### src/rtl/substantivo_note_tx.sv
// Note-word transmitter: emits a prefix, a class-defining final note and a 000 terminator as Ready-strobed symbols.
// Optional completed-word counter output Words is enabled by defining SUBST_TX_COUNT_EN.
module substantivo_note_tx #(
   parameter int unsigned GAP = 1
) (
   input  logic       clk,
   input  logic       Reset,
   input  logic       Start,
   input  logic [1:0] Tipo_In,
   input  logic [2:0] Len,
   output logic       Ready,
   output logic       Tom,
   output logic [2:0] Nota,
   output logic       Busy,
   output logic       End
`ifdef SUBST_TX_COUNT_EN
   ,output logic [3:0] Words
`endif
);

   typedef enum logic [2:0] {IDLE, PREFIX, FINAL, TERM, GAPW, DONE} state_t;

   localparam logic [3:0] GAP_M1 = 4'(GAP - 1);

   state_t     state_q, state_d;
   state_t     ret_q, ret_d;
   logic [1:0] tipo_q, tipo_d;
   logic [2:0] len_q, len_d;
   logic [2:0] idx_q, idx_d;
   logic [3:0] gap_q, gap_d;
   logic       ready_q, ready_d;
   logic       tom_q, tom_d;
   logic [2:0] nota_q, nota_d;
   logic       busy_q, busy_d;
   logic       end_q, end_d;

   logic       adv;
   logic       emit;
   state_t     follow;
   state_t     emit_st;
   logic [2:0] sym_idx;
   logic [1:0] sym_tipo;

   // Final note encodes the word class: {Tom, Nota}
   function automatic logic [3:0] final_sym(input logic [1:0] tipo);
      case (tipo)
         2'b11:   final_sym = {1'b0, 3'b011};
         2'b10:   final_sym = {1'b0, 3'b100};
         2'b01:   final_sym = {1'b0, 3'b101};
         default: final_sym = {1'b1, 3'b001};
      endcase
   endfunction

   always_comb begin
      state_d  = state_q;
      ret_d    = ret_q;
      tipo_d   = tipo_q;
      len_d    = len_q;
      idx_d    = idx_q;
      gap_d    = gap_q;
      ready_d  = 1'b0;
      tom_d    = tom_q;
      nota_d   = nota_q;
      busy_d   = busy_q;
      end_d    = 1'b0;
      adv      = 1'b0;
      emit     = 1'b0;
      follow   = IDLE;
      emit_st  = IDLE;
      sym_idx  = idx_q;
      sym_tipo = tipo_q;

      case (state_q)
         IDLE: begin
            tom_d  = 1'b0;
            nota_d = 3'b000;
            busy_d = 1'b0;
            if (Start) begin
               tipo_d   = Tipo_In;
               len_d    = Len;
               idx_d    = 3'd0;
               gap_d    = 4'd0;
               sym_idx  = 3'd0;
               sym_tipo = Tipo_In;
               emit     = 1'b1;
               emit_st  = (Len != 3'd0) ? PREFIX : FINAL;
            end
         end
         PREFIX: begin
            idx_d  = idx_q + 3'd1;
            adv    = 1'b1;
            follow = (({1'b0, idx_q} + 4'd1) < {1'b0, len_q}) ? PREFIX : FINAL;
         end
         FINAL: begin
            adv    = 1'b1;
            follow = TERM;
         end
         GAPW: begin
            if (gap_q == 4'd0) begin
               emit    = 1'b1;
               emit_st = ret_q;
            end else begin
               gap_d = gap_q - 4'd1;
            end
         end
         TERM: begin
            state_d = DONE;
            end_d   = 1'b1;
         end
         DONE: begin
            state_d = IDLE;
            busy_d  = 1'b0;
            tom_d   = 1'b0;
            nota_d  = 3'b000;
         end
         default: state_d = IDLE;
      endcase

      // With no gap the following symbol is issued straight from the symbol state
      if (adv) begin
         if (GAP == 0) begin
            emit    = 1'b1;
            emit_st = follow;
            sym_idx = idx_d;
         end else begin
            state_d = GAPW;
            gap_d   = GAP_M1;
            ret_d   = follow;
         end
      end

      if (emit) begin
         state_d = emit_st;
         ready_d = 1'b1;
         busy_d  = 1'b1;
         case (emit_st)
            PREFIX: begin
               tom_d  = 1'b0;
               nota_d = sym_idx + 3'd1;
            end
            FINAL:   {tom_d, nota_d} = final_sym(sym_tipo);
            default: {tom_d, nota_d} = 4'b0000;
         endcase
      end
   end

`ifdef SUBST_TX_COUNT_EN
   logic [3:0] words_q, words_d;

   always_comb begin
      words_d = words_q;
      if (state_q == DONE) words_d = words_q + 4'd1;
   end

   always_ff @(posedge clk) begin
      if (Reset) words_q <= '0;
      else       words_q <= words_d;
   end

   assign Words = words_q;
`endif

   always_ff @(posedge clk) begin
      if (Reset) begin
         state_q <= IDLE;
         ret_q   <= IDLE;
         tipo_q  <= '0;
         len_q   <= '0;
         idx_q   <= '0;
         gap_q   <= '0;
         ready_q <= 1'b0;
         tom_q   <= 1'b0;
         nota_q  <= '0;
         busy_q  <= 1'b0;
         end_q   <= 1'b0;
      end else begin
         state_q <= state_d;
         ret_q   <= ret_d;
         tipo_q  <= tipo_d;
         len_q   <= len_d;
         idx_q   <= idx_d;
         gap_q   <= gap_d;
         ready_q <= ready_d;
         tom_q   <= tom_d;
         nota_q  <= nota_d;
         busy_q  <= busy_d;
         end_q   <= end_d;
      end
   end

   assign Ready = ready_q;
   assign Tom   = tom_q;
   assign Nota  = nota_q;
   assign Busy  = busy_q;
   assign End   = end_q;

endmodule

### config.mk
export PLATFORM = sky130hd
export DESIGN_NAME = substantivo_note_tx
export DESIGN_NICKNAME = d
export VERILOG_FILES = /design/src/rtl/substantivo_note_tx.sv
export SDC_FILE = /design/constraint.sdc
export NUM_CORES = 1
export LEC_CHECK = 0
export BUFFER_PORTS_ARGS = -buffer_cell sky130_fd_sc_hd__buf_2
export CORE_MARGIN = 3
export CORE_UTILIZATION = 48
export DETAILED_ROUTE_END_ITERATION = 16
export PLACE_DENSITY = 0.74
export SLEW_MARGIN = 0
export SYNTH_ARGS = -nofsm -noshare
export SYNTH_HDL_FRONTEND = slang
export SYNTH_SLANG_ARGS = --single-unit
### constraint.sdc
create_clock -name clk -period 3.1 [get_ports clk]
set_input_delay 0.155 -clock clk [delete_from_list [all_inputs] [get_ports clk]]
set_output_delay 0.155 -clock clk [all_outputs]
set_load 0.005 [all_outputs]
### Word-level counts from Yosys, hierarchy flattened

Cells that the tools add are included.

* register bits: 25
* bits of input ports: 8
* output and inout bits: 7
* word-level logic and storage cells: 72

* $add $sub $neg: 4
* order comparisons: 1
* eq/ne operators: 13
* multiplexer cells: 31
* reductions and logical operators: 12

Operators by type and width (count)
* 3-bit one-hot mux with 2 select lines: 4
* 3-bit 2-to-1 mux: 7
* 4-bit one-hot mux with 3 select lines: 1
* 2-bit 2-to-1 mux: 5
* 3-bit by 2-bit == test with 1-bit output, second input constant: 3
* 1-bit 2-to-1 mux: 9
* 4-bit 2-to-1 mux: 2
* 4-bit one-hot mux with 2 select lines: 1
* 3-bit by 1-bit adder with 3-bit output, second input constant: 2
* 3-bit by 1-bit == test with 1-bit output, second input constant: 2
* 3-bit == test, second input constant: 2
* 2-bit nonzero test: 3
* 2-bit OR reduction: 3
* 3-bit by 1-bit adder with 4-bit output, second input constant: 1
* 2-bit == test, second input constant: 2
* 4-bit logical NOT: 1
* 4-bit by 3-bit less-than comparator with 1-bit output: 1
* 2-bit inequality test, second input constant: 2
* 2-bit one-hot mux with 2 select lines: 1
* 4-bit OR reduction: 1
* 4-bit by 1-bit subtractor with 4-bit output, second input constant: 1
* 3-bit logical NOT: 1
* 3-bit by 1-bit inequality test with 1-bit output, second input constant: 1
* 3-bit AND reduction: 1
* 4 further kinds: 4

### Depth between registers and ports, before layout

Gate-level depths: netlist of run 1.

* depth in word-level cells: 7
* gate-level depth with buffers: 11
* gate-level depth less buffers: 11

### Worst setup path after synthesis of run 1

Ideal clock, no wire load.

* path type: flip-flop to flip-flop
* start point: register state_q[2]
* end point: register nota_q[2], in the netlist Nota[2]
* library setup time: 0.059 ns
* arrival time: 2.406 ns
* required time: 3.041 ns
* setup slack: 0.635 ns
* cell stages (with the launch flop): 11
* buffers on the path: 2
* period minus slack after synthesis: 2.465 ns
* cells stage by stage: dfxtp_1 -> buf_6 -> or4b_4 -> buf_6 -> nor2_1 -> a41oi_1 -> ha_1 -> or4b_1 -> o22ai_2 -> a32o_1 -> a41o_1

* cells in the longest elaborated chain, start to end: 6
* elaborated cells on any way between the ends: 18
* those cells by class: add/sub: 1; eq/ne: 7; mux: 7; reduce/logical: 3

Ends and longest elaborated chain
* start: declaration: line 25 `state_t state_q, state_d;`
* start signal: assignment: line 177 `state_q <= state_d;`
* 3-bit logical NOT: line 73 `case (state_q)`
* 2-bit 2-to-1 mux: line 73
* 2-bit by 1-bit == test with 1-bit output / 2-bit == test (equally long branches): line 46 `case (tipo)`
* 4-bit one-hot mux with 3 select lines: line 46
* 3-bit one-hot mux with 2 select lines: line 136 `case (emit_st)`
* 3-bit 2-to-1 mux: line 132 `if (emit) begin`
* end signal: assignment: line 185 `nota_q <= nota_d;`
* end: declaration: line 33 `logic [2:0] nota_q, nota_d;`

Parallel ways exist; a longest one is shown, timed or not.
A chain may end at the register's enable or synchronous reset.

### Worst setup path in the final report of run 1

* start point: register gap_q[0]
* end point: register nota_q[2], in the netlist Nota[2]

* cells in the longest elaborated chain, start to end: 6
* elaborated cells on any way between the ends: 10
* those cells by class: eq/ne: 2; mux: 6; reduce/logical: 2

Ends and longest elaborated chain
* start: declaration: line 30 `logic [3:0] gap_q, gap_d;`
* start signal: assignment: line 182 `gap_q <= gap_d;`
* 4-bit logical NOT (*): line 99 `if (gap_q == 4'd0) begin`
* 3-bit 2-to-1 mux: line 99
* 3-bit one-hot mux with 2 select lines: line 73
* 3-bit by 2-bit == test with 1-bit output / 3-bit by 1-bit == test with 1-bit output (equally long branches): line 136
* 3-bit one-hot mux with 2 select lines: line 136
* 3-bit 2-to-1 mux: line 132

Mark *: on every way between the ends. The rest lies on a longest branch, timed or not.

==> results of run 1 <==
## metal layers
| layer | vias up | track usage, % | wire length (um) |
|---|---|---|---|
| met3 | 7 | 1.97 | 125 |
| met4 | 0 | 8.94 | 51 |
| li1 | 550 | - | - |
| met1 | 510 | 22.4 | 1250 |
| met2 | 30 | 28.1 | 1260 |
| met5 | - | 0 | 0 |
## kinds of logic (layout without fill, tap and decap cells)
family | count (synthesis) | after routing
xor+xnor | 5 | 5
flops | 24 | 24
buf+inv | 18 | 31
fa+ha+maj | 11 | 11
compound gates | 33 | 33
mux | 4 | 4
simple gates | 54 | 54
## critical path, delay by kind of cell, from the launching register on
kind / cells / cell delay, ns
flops: 1 / 0.34
simple gates: 3 / 0.97
buf+inv: 2 / 0.16
compound gates: 4 / 0.75
fa+ha+maj: 2 / 0.42
## path summary, 6_finish.rpt
path         endpoint
min          len_q[2]
max           Nota[2]
min reg2reg   Nota[0]
max reg2reg   Nota[2]
## Yosys cell counts (2+ instances only)
cell type,n
inv_1,11
clkbuf_1,3
dfxtp_1,24
nor2b_1,5
buf_6,2
nand2_1,11
xor2_1,3
a32o_1,2
a211o_1,2
mux2i_1,4
nor2_1,13
and2_1,3
a21boi_0,2
nor3_1,6
nand4_1,3
o21ai_0,6
a31oi_1,2
a21oi_1,10
ha_1,11
nor3b_1,3
buf_2,2
nand3_1,2
xnor2_1,2
## state kept, by name, indices dropped and copies added (netlist names)
name	count
Tom	1
gap_q	4
Busy	1
state_q	3
tipo_q	2
End	1
idx_q	3
Nota	3
ret_q	2
len_q	3
Ready	1
## power groups by stage
stage | sequential (mW) | combinational [mW] | clock [mW]
CTS | 0.338 | 0.116 | 0.234
detailed placement | 0.344 | 0.115 | 0
global placement | 0.344 | 0.112 | 0
global route | 0.340 | 0.133 | 0.244
finish | 0.338 | 0.116 | 0.231
floorplan | 0.338 | 0.0931 | 0
## area by class of cell
class | count | area [um2]
multi-input combinational | 107 | 753
inverter | 11 | 41.3
clock inverter | 1 | 30.0
fill | 236 | 1090
clock buffer | 3 | 22.5
sequential | 24 | 480
timing repair buffer | 16 | 85.1
tap | 30 | 37.5
## per-stage QoR
stage / utilization [%] / std cells / total power, mW / hold WS, ns / cell area (um2)
5_1_grt: 57.0 / 192 / 0.717 / 0.0827 / 1450
3_3_place_gp: 54.9 / 188 / 0.455 / 0.407 / 1400
3_5_place_dp: 54.9 / 188 / 0.460 / 0.415 / 1400
4_1_cts: 57.0 / 192 / 0.687 / 0.0576 / 1450
6_report: 57.0 / 192 / 0.685 / 0.0637 / 1450
2_1_floorplan: - / 149 / 0.431 / 0.291 / 1320
==> out/qor.csv, run 1 <==
metric;value;unit
slowest_delay;0.49;ns
syn_avg_cell_area;8.85;um2
yosysTopAreaCellShare;36.4;%
io_buffers;14;
cp.arrival;2.97;ns
yosys-top-cells-area;dfxtp_1 (36%), ha_1 (10%), a21oi_1 (3.8%);
synth_top_family_by_area;simple AND/OR/NAND/NOR gates;
drv_slew;0;
viasPerCell;5.71;
async_reset_ff_share;0;%
drcViolationCount;0;
synth_fp_nets;168;
ys_ff_latch;24;
rr_worst_depth;11;
place_ws;0.459;ns
clock-sinks;24;
cp-end-kind;flip-flop;
cts-buffers-inserted;3;
comb_power_share;16.9;%
final_cell_mix;dfxtp_1 (24), buf_2 (14), nor2_1 (13);
rows;18;
critical_path.startpoint;gap_q[0];
hp-start;Len[2];
seqPwrFrac;49.3;%
nets;182;
cp_cell_sequence;inv_1, ha_1, nor3b_1, nand4_1, a211o_1, inv_1, ha_1, or4b_1, o22ai_2, a32o_1, a41o_1;
power.switching;0.182;mW
dr.pass1.iters;4;
ctsHtreeMaxLevel;1;
status;completed;
clkTransAtPathRegs;0.14;ns
synth-compound-area-share;16.9;%
ctsHoldBuffers;0;
muxShareOfSynthArea;3.04;%
fin_crit_sh;86.9;%
cap_viol_max_count;0;
worst_ep_required_time;3.38;ns
grt_usage;17.3;%
skew;0.00338;ns
p_leak;0.660;nW
fmax;0.371;GHz
die_y;58.4;um
place.gp.congestion;0.775;
post_cts_buffers;0;
coreArea;2540;um2
drive_gt1_share;16.0;%
p_int;0.503;mW
ys.flop_type;dfxtp_1;
finalWirelength;2680;um
cts-root-buf;clkbuf_4;
synth_cell_types;40;
antenna_left;0;
routedWlPerCell;14.0;um
grt_pass1_vias;1067;
synth_edf_count;0;
final.setup.worst_slack;0.407;ns
start_util;51.8;%
syn_to_final_growth;9.96;%
hold_class;input port to flip-flop;
holdPathStages;3;
grt_pass1_wl;4580;um
relSlewSlack;66.6;%
fin_crit;2.69;ns
grt_overflow;0;
clock_latency;0.32;ns
setup_tns;0;ns
power.clock.fraction;33.8;%
dieArea;3410;um2
layout_commonest_cell;dfxtp_1;
drtIter0Drc;42;
cts_tree;built;
die_w;58.4;um
synthesis.area;1320;um2
synth_simple_gate_area_share;23.4;%
syn_inst;149;
cts_resized;0;
clockBufferDepth;2;
cpMaxStageDelayCell;or4b_1;
vdd_drop_max;0.000310;V
reg2reg_slack;0.41;ns
grt_max_degree;18;
yosys.area_share.adder;10.4;%
r2r_start;gap_q[0];
antenna_found_initial;0;
power.density;472;nW/um2
tightestPinTransition;0.495;ns
synth_xor_xnor_area_share;3.32;%
ys_seq_area_share;36.4;%
path_max_fanout;4;
dp_hpwl;1950;um
switching_share;26.6;%
antenna_cells_inserted;0;
critical_path_class;flip-flop to flip-flop;
yosys.area.top_type;dfxtp_1;
ys.warnings.count;0;
setup_viol;0;
hold_viol;0;
ios;15;
cp-start-kind;flip-flop;
rsz0062_at_grt;no;
dr_total_vias;1097;
Note: power is estimated with default switching activity, not from simulation.
==> run 2: changes to the inputs <==
--- a/config.mk
+++ b/config.mk
@@ -9,7 +9,9 @@
 export CORE_MARGIN = 3
 export CORE_UTILIZATION = 48
 export DETAILED_ROUTE_END_ITERATION = 16
+export HOLD_SLACK_MARGIN = 0.06
 export PLACE_DENSITY = 0.74
+export REMOVE_ABC_BUFFERS = 1
 export SLEW_MARGIN = 0
 export SYNTH_ARGS = -nofsm -noshare
 export SYNTH_HDL_FRONTEND = slang
==> out/qor.csv, run 2 (synthesis gave the netlist of run 1 again) <==
metric;value;unit
status;completed;
grt_usage;18.3;%
dp_cells;188;
die_w;58.4;um
drv_slew;0;
power.clock.fraction;27.0;%
finalWirelength;2770;um
rows;18;
min_to;len_q[2];
cp_cell_sequence;or4b_4, nor2_1, a41oi_1, ha_1, or4b_1, o22ai_2, o21ai_1, a21oi_1;
comb_power_share;19.0;%
power.switching;0.181;mW
place.gp.congestion;0.755;
dp_hpwl;2060;um
grt_pass1_vias;1143;
setup_viol;0;
layout_commonest_cell;dfxtp_1;
vdd_drop_max;0.000304;V
cp.arrival;2.93;ns
drcViolationCount;0;
post_cts_buffers;0;
cts-buffers-inserted;3;
cp-start-kind;flip-flop;
clock-sinks;24;
skew;0.0139;ns
p_leak;0.653;nW
ctsHoldBuffers;0;
crit_buf_inv;0;
antenna_left;0;
cts_resized;0;
final_cell_mix;dfxtp_1 (24), buf_2 (14), nor2_1 (13);
drive_gt1_share;16.0;%
nets;182;
viasPerCell;5.66;
design_area;1430;um2
start_util;51.8;%
cpMaxStageDelayCell;or4b_4;
seqPwrFrac;54.0;%
grt_max_degree;18;
nFillCells;247;
routedWlPerCell;14.4;um
cts_tree;built;
dieArea;3410;um2
hp-start;Len[2];
cts-root-buf;clkbuf_4;
layout.cells.non_filler;192;
relSlewSlack;66.3;%
path_max_fanout;13;
grt_pass1_wl;4950;um
dr_total_vias;1087;
clock_latency;0.32;ns
dr.pass1.iters;4;
rr_worst_depth;8;
syn_to_final_growth;8.73;%
tightestPinTransition;0.506;ns
worst_path_dominant_cell_family;simple AND/OR/NAND/NOR gates;
slowest_delay;0.63;ns
cp-end-kind;flip-flop;
switching_share;29.0;%
grt_overflow;0;
whs;0.0691;ns
die_y;58.4;um
cap_viol_max_count;0;
reg2reg_slack;0.44;ns
ctsHtreeMaxLevel;1;
r2r_start;state_q[1];
p_int;0.444;mW
placed_cell_area;1400;um2
coreArea;2540;um2
largest_register_ffs;4;
ios;15;
hold_class;input port to flip-flop;
antenna_found_initial;0;
regMostFlops;gap_q;
hold_viol;0;
fmax;0.376;GHz
drtIter0Drc;34;
worst_ep_required_time;3.36;ns
clkTransAtPathRegs;0.14;ns
critical_path_class;flip-flop to flip-flop;
reg2reg_to;Nota[0];
holdPathStages;3;
rsz0062_at_grt;no;
power.density;436;nW/um2
io_buffers;14;
fin_crit_sh;85.9;%
fin_crit;2.66;ns
setup_tns;0;ns
clockBufferDepth;2;
antenna_cells_inserted;0;
[run 2: cell count changes in the layout (fill, tap and decap cells not counted)]
cell	before	now
clkbuf_8	0	1
bufinv_16	1	0
[run 2: cell type report]
cell class | instances | area, um2 | share of cell area (%)
inverters | 11 | 41.3 | 2.88
clock buffers | 4 | 36.3 | 2.53
repair buffers | 16 | 85.1 | 5.93
multi-input cells | 107 | 753 | 52.5
flip-flops and latches | 24 | 480 | 33.5
well taps | 30 | 37.5 | 2.62
[run 2: power by group through the flow]
stage / clock, mW / sequential (mW) / combinational [mW]
3_3_place_gp: 0 / 0.343 / 0.112
6_report: 0.169 / 0.338 / 0.119
5_1_grt: 0.183 / 0.340 / 0.137
3_5_place_dp: 0 / 0.345 / 0.117
2_1_floorplan: 0 / 0.344 / 0.0774
4_1_cts: 0.174 / 0.338 / 0.118
[run 2: routing by layer]
metal  wire, um  global-route usage (%)  up-vias  part of all wire, %
met4         90                    8.61        0                  3.2
li1           -                       -      546                    -
met1       1330                    25.1      498                   48
met5          0                       0        -                    0
met3        118                    2.19       10                  4.3
met2       1230                    28.5       33                   44
[run 2: worst max-delay path by stage]
stage | slack, ns | start | cells after the start | endpoint
after global routing | 0.15 | gap_q[0] | 11 | Nota[2]
final | 0.44 | state_q[1] | 8 | Nota[0]
after floorplan | 0.62 | state_q[2] | 8 | Nota[2]
after detailed placement | 0.50 | state_q[0] | 8 | Nota[2]
after global placement | 0.55 | state_q[0] | 8 | Nota[2]
after CTS | 0.43 | gap_q[0] | 11 | Nota[2]
[run 2: worst register-to-register path: stages, from the launching register on]
cell and delay, ns:
dfxtp_1 0.49, or4b_4 0.63, nor2_1 0.14, a41oi_1 0.08, ha_1 0.36, or4b_1 0.49, o22ai_2 0.17, o21ai_1 0.10
a21oi_1 0.14
[run 2: through the flow]
stage | util [%] | power (mW) | worst slack (ns)
final | 56.3 | 0.625 | 0.439
after global routing | 56.3 | 0.660 | 0.153
after CTS | 56.3 | 0.630 | 0.430
after detailed placement | 54.9 | 0.462 | 0.498
after global placement | 54.9 | 0.456 | 0.548
after floorplan | - | 0.421 | 0.616
